<file path="src/rtl/dcnt16.sv">
// dcnt16: programmable 16-bit down-counter/timer with prescaled count enable
//
// Optional feature macro: DCNT16_AUTO_RELOAD_EN
//   When it is defined, expiry reloads CNT from the reload register and the
//   block stays in RUN. When it is not defined, expiry is one-shot and the
//   reload register is not built.
//
// Parameters
//   PRE_DIV   CE pulses per decrement tick (1..65535)
// Ports
//   clk       rising-edge clock
//   rst_n     asynchronous active-low reset
//   load      capture load_val into cnt (and the reload register); go IDLE
//   load_val  value captured on load
//   start     arm from IDLE (if cnt != 0) or resume from HALT
//   stop      pause a running count (RUN -> HALT)
//   ce        count enable, feeds the prescaler
//   cnt       current count, registered
//   busy      high in RUN or HALT, registered
//   done      one-cycle expiry pulse, registered
//   zero      combinational cnt == 0
module dcnt16 #(
   parameter int PRE_DIV = 1
) (
   input  logic        clk,
   input  logic        rst_n,
   input  logic        load,
   input  logic [15:0] load_val,
   input  logic        start,
   input  logic        stop,
   input  logic        ce,
   output logic [15:0] cnt,
   output logic        busy,
   output logic        done,
   output logic        zero
);
   typedef enum logic [1:0] {IDLE, RUN, HALT} state_t;
   localparam logic [15:0] PRE_MAX = 16'(PRE_DIV - 1);
   state_t      state, state_nx;
   logic [15:0] cnt_nx, pre, pre_nx;
   logic        done_nx;
`ifdef DCNT16_AUTO_RELOAD_EN
   logic [15:0] rld;
   always_ff @(posedge clk or negedge rst_n)
      if (!rst_n) rld <= '0;
      else if (load) rld <= load_val;
`endif
   // Commands are mutually exclusive by priority: LOAD > STOP > START > tick.
   // Each branch only fires when the command is meaningful in the current
   // state, so ignored commands fall through to the lower-priority ones.
   always_comb begin
      state_nx = state;
      cnt_nx   = cnt;
      pre_nx   = pre;
      done_nx  = 1'b0;
      if (load) begin
         cnt_nx   = load_val;
         pre_nx   = '0;
         state_nx = IDLE;
      end else if (stop && state == RUN) begin
         state_nx = HALT;
      end else if (start && state == IDLE && cnt != '0) begin
         state_nx = RUN;
         pre_nx   = '0;
      end else if (start && state == HALT) begin
         state_nx = RUN;
      end else if (state == RUN && ce) begin
         pre_nx = (pre == PRE_MAX) ? '0 : pre + 16'd1;
         if (pre == PRE_MAX) begin
            if (cnt == 16'd1) begin
               done_nx = 1'b1;
`ifdef DCNT16_AUTO_RELOAD_EN
               cnt_nx = rld;
`else
               cnt_nx   = '0;
               state_nx = IDLE;
`endif
            end else begin
               cnt_nx = cnt - 16'd1;
            end
         end
      end
   end
   always_ff @(posedge clk or negedge rst_n)
      if (!rst_n) begin
         state <= IDLE;
         cnt   <= '0;
         pre   <= '0;
         busy  <= 1'b0;
         done  <= 1'b0;
      end else begin
         state <= state_nx;
         cnt   <= cnt_nx;
         pre   <= pre_nx;
         busy  <= (state_nx != IDLE);
         done  <= done_nx;
      end
   assign zero = (cnt == '0);
endmodule

</file>
<file path="config.mk">
export PLATFORM = sky130hd
export DESIGN_NAME = dcnt16
export DESIGN_NICKNAME = d
export VERILOG_FILES = /design/src/rtl/dcnt16.sv
export SDC_FILE = /design/constraint.sdc
export NUM_CORES = 1
export LEC_CHECK = 0
export CAP_MARGIN = 30
export CORE_UTILIZATION = 30
export CTS_CLUSTER_DIAMETER = 50
export DETAILED_ROUTE_END_ITERATION = 8
export GPL_TIMING_DRIVEN = 0
export MAX_ROUTING_LAYER = met4
export SYNTH_ARGS = -nofsm -noshare
export SYNTH_HDL_FRONTEND = slang
export SYNTH_SLANG_ARGS = --single-unit
</file>
<file path="constraint.sdc">
create_clock -name clk -period 1.91 [get_ports clk]
set_clock_uncertainty 0.05 [all_clocks]
set_input_delay 0.382 -clock clk [delete_from_list [all_inputs] [get_ports clk]]
set_output_delay 0.382 -clock clk [all_outputs]
set_load 0.02 [all_outputs]
</file>
==> summary.md <==
| Metric | Value |
|---|---|
| Largest net degree at the start of global routing | `37` |
| Initial Util | `31.5%` |
| Crit-path max FO | `4` |
| Vias | `2648` |
| Final Util | `53.6%` |
| Fmax | `485 MHz` |
| Status | `finished, violations left` |
| Via density | `5.68` |
| EDFF count, synth | `0` |
| Post-DP Area | `2900 um^2` |
| TritonCTS Sinks | `36` |
| Post-Syn Instances | `266` |
| TritonCTS clock tree | `built` |
| GRT Total Usage | `21.3%` |
| R2R setup slack | `-150 ps` |
| Most frequent cells in the layout | `buf_4, clkdlybuf4s50_1, nand2_1` |
| Register area share after synthesis | `39.1%` |
| DRT iter0 DRCs | `242` |
| Levels on crit path | `5` |
| Remaining antenna violation count | `0` |
| Final Cycle Share | `108%` |
| Clock Path Buffers | `2` |
| Slowest CP cell | `or4_4` |
| Clock slew at reported path FFs | `80 ps` |
| Syn Area/Cell | `8.67 um^2` |
| Number of clock buffers inserted by TritonCTS | `5` |
| WS Path Type | `register to register` |
| First-pass GRT wire length | `12500 um` |
| CP Cell Sequence | `buf_6 -> or3_4 -> or4_4 -> or4_1 -> o311ai_1` |
| Routed len/inst | `17.8 um` |
| Slew margin rel. | `42.9%` |
| Die Wd | `89.7 um` |
| Family with the most delay on the worst path | `simple AND/OR/NAND/NOR gates` |
| MaxCap Viol Count | `0` |
| RSZ-0062 raised after global routing | `yes` |
| Crit end category | `register` |
| Power per cell area | `519 nW/um^2` |
| Number of global-route vias before repair | `2472` |
| Register bit count reported by yosys | `36` |
| Layout area overhead | `70.3%` |
| Router iterations before antenna repair | `5` |
| Setup TNS | `-1220 ps` |
| Port Buffers | `40` |
| Failing checks | `setup timing` |
| GRT Residual Overflow | `0` |
| # nets final | `392` |
| Routability Congestion | `0.810` |
| Hpwl dp | `4740 um` |
| Startpoint Class | `register` |
| Post-route cell area | `3930 um^2` |
| Setup ws final | `-153 ps` |
| Synth Flop Type | `dfrtp_1` |
| Detailed Route WL | `8290 um` |
| Pleak | `1.50 nW` |
| Post-route DRC | `0` |
| Place WS | `-755 ps` |
| H-tree depth | `2` |
| Arrival time of the worst setup path | `2220 ps` |
| Worst-Margin Slew | `856 ps` |
| Worst-case reg-to-reg path depth | `5` |
| Row count | `31` |
| N_diodes | `0` |
| Clock latency on the worst-skew pair | `300 ps` |
| Ys async rst share | `100%` |
| Synth Net Count | `292` |
| Max Slew Vio Count | `0` |
| Full die area | `8040 um^2` |
| Mapped Area | `2310 um^2` |
| Hold WC Path Type | `primary input to async pin` |
| Final setup vio count | `22` |
| Worst path required time | `2070 ps` |
| Core area | `7330 um^2` |
| Die height | `89.7 um` |
| Min Clock Period, post-route | `2060 ps` |
| VDD IR max | `275 uV` |
| Clock Tree Root | `clkbuf_8` |
| Top Ports | `41` |
| Initial antenna violation count | `0` |
| Final count of hold timing violations | `0` |
| # hold bufs at CTS | `0` |
| Synth warn | `0` |
| Most common cell after layout, fill and taps aside | `buf_4` |
| Fraction of layout cells with a size suffix above 1 | `46.3%` |
| Worst Path Buf+Inv | `1` |
| Largest stage delay on the critical path | `540 ps` |
| Distinct cells, synth | `56` |
[synthesized netlist by cell type, types with 3 or more instances]
master,n,area [um^2]
a31oi_1,3,18.8
nor4b_1,3,26.3
dfrtp_1,36,901
a21oi_2,9,78.8
nand2_1,29,109
or3_1,10,62.6
o21ai_0,22,110
or4_1,7,52.6
nor3_1,9,45.0
nor2_1,14,52.6
nand4b_1,3,26.3
nor4_1,8,50.1
inv_1,7,26.3
ha_1,4,50.1
clkbuf_1,6,22.5
nand4_1,8,50.1
and4_1,3,26.3
a221o_1,3,30.0
o211ai_1,9,67.6
a21oi_1,20,100
nand3_1,9,45.0
nand2b_1,3,18.8
[area by class of cell]
class	count	area, um^2
flip-flops and latches	36	921
multi-input cells	208	1740
clock inverters	2	10.0
repair buffers	96	896
inverters	8	31.3
clock buffers	6	82.6
fillers	630	3400
plain buffers	11	118
well taps	99	124
[repair_timing]
action,4_1_cts,5_1_grt
gates cloned,1,1
gates resized for setup,76,67
pin swaps,27,45
endpoints found under the setup margin,38,40
buffers inserted,28,26
[state kept, by name, summed over array words and instances (netlist names)]
signal and count:
pre 16, done 1, cnt 16, state 2, busy 1
[worst register-to-register path: cells and delay by family, from the launching register on]
family,cells,cell delay [ps]
AOI/OAI and AO/OA,1,80
DFF,1,440
and+or+nand+nor,3,1280
buffers and inverters,1,130
[metrics by stage]
stage / cells / hold slack, ps / power, mW
final: 466 / 137 / 2.04
after global routing: 466 / 206 / 2.13
after CTS: 440 / 165 / 1.94
after detailed placement: 405 / 488 / 1.26
after global placement: 405 / 488 / 1.26
after floorplan: 266 / 36.4 / 1.07
[worst paths after layout]
kind / start / endpoint
min: rst_n / pre[5]
min in group clk: pre[15] / pre[15]
max: cnt[5] / cnt[14]
min reg2reg: pre[15] / pre[15]
max in group asynchronous: rst_n / cnt[5]
max reg2reg: cnt[5] / cnt[14]
[cell families after synthesis]
family	after synthesis	synth area share, %
and+or+nand+nor	121	30.1
DFF	36	39.1
AOI/OAI and AO/OA	82	23.3
adders and majority gates	4	2.17
buffers and inverters	22	4.94
muxes	1	0.488
[metal layers]
metal | vias up | global-route usage [%] | routed length [um]
met5 | - | - | 0
met4 | 0 | 7.22 | 198
met2 | 100 | 32.4 | 3930
met3 | 25 | 3.20 | 452
met1 | 1298 | 29.0 | 3710
li1 | 1225 | - | -
[where the power goes]
part	internal [mW]	total, mW	switching, mW	leakage [nW]
combinational	0.295	0.577	0.282	1.00
clock	0.288	0.586	0.298	0.0510
sequential	0.805	0.874	0.0691	0.449
total	1.39	2.04	0.649	1.50
Note: power is estimated with default switching activity, not from simulation.
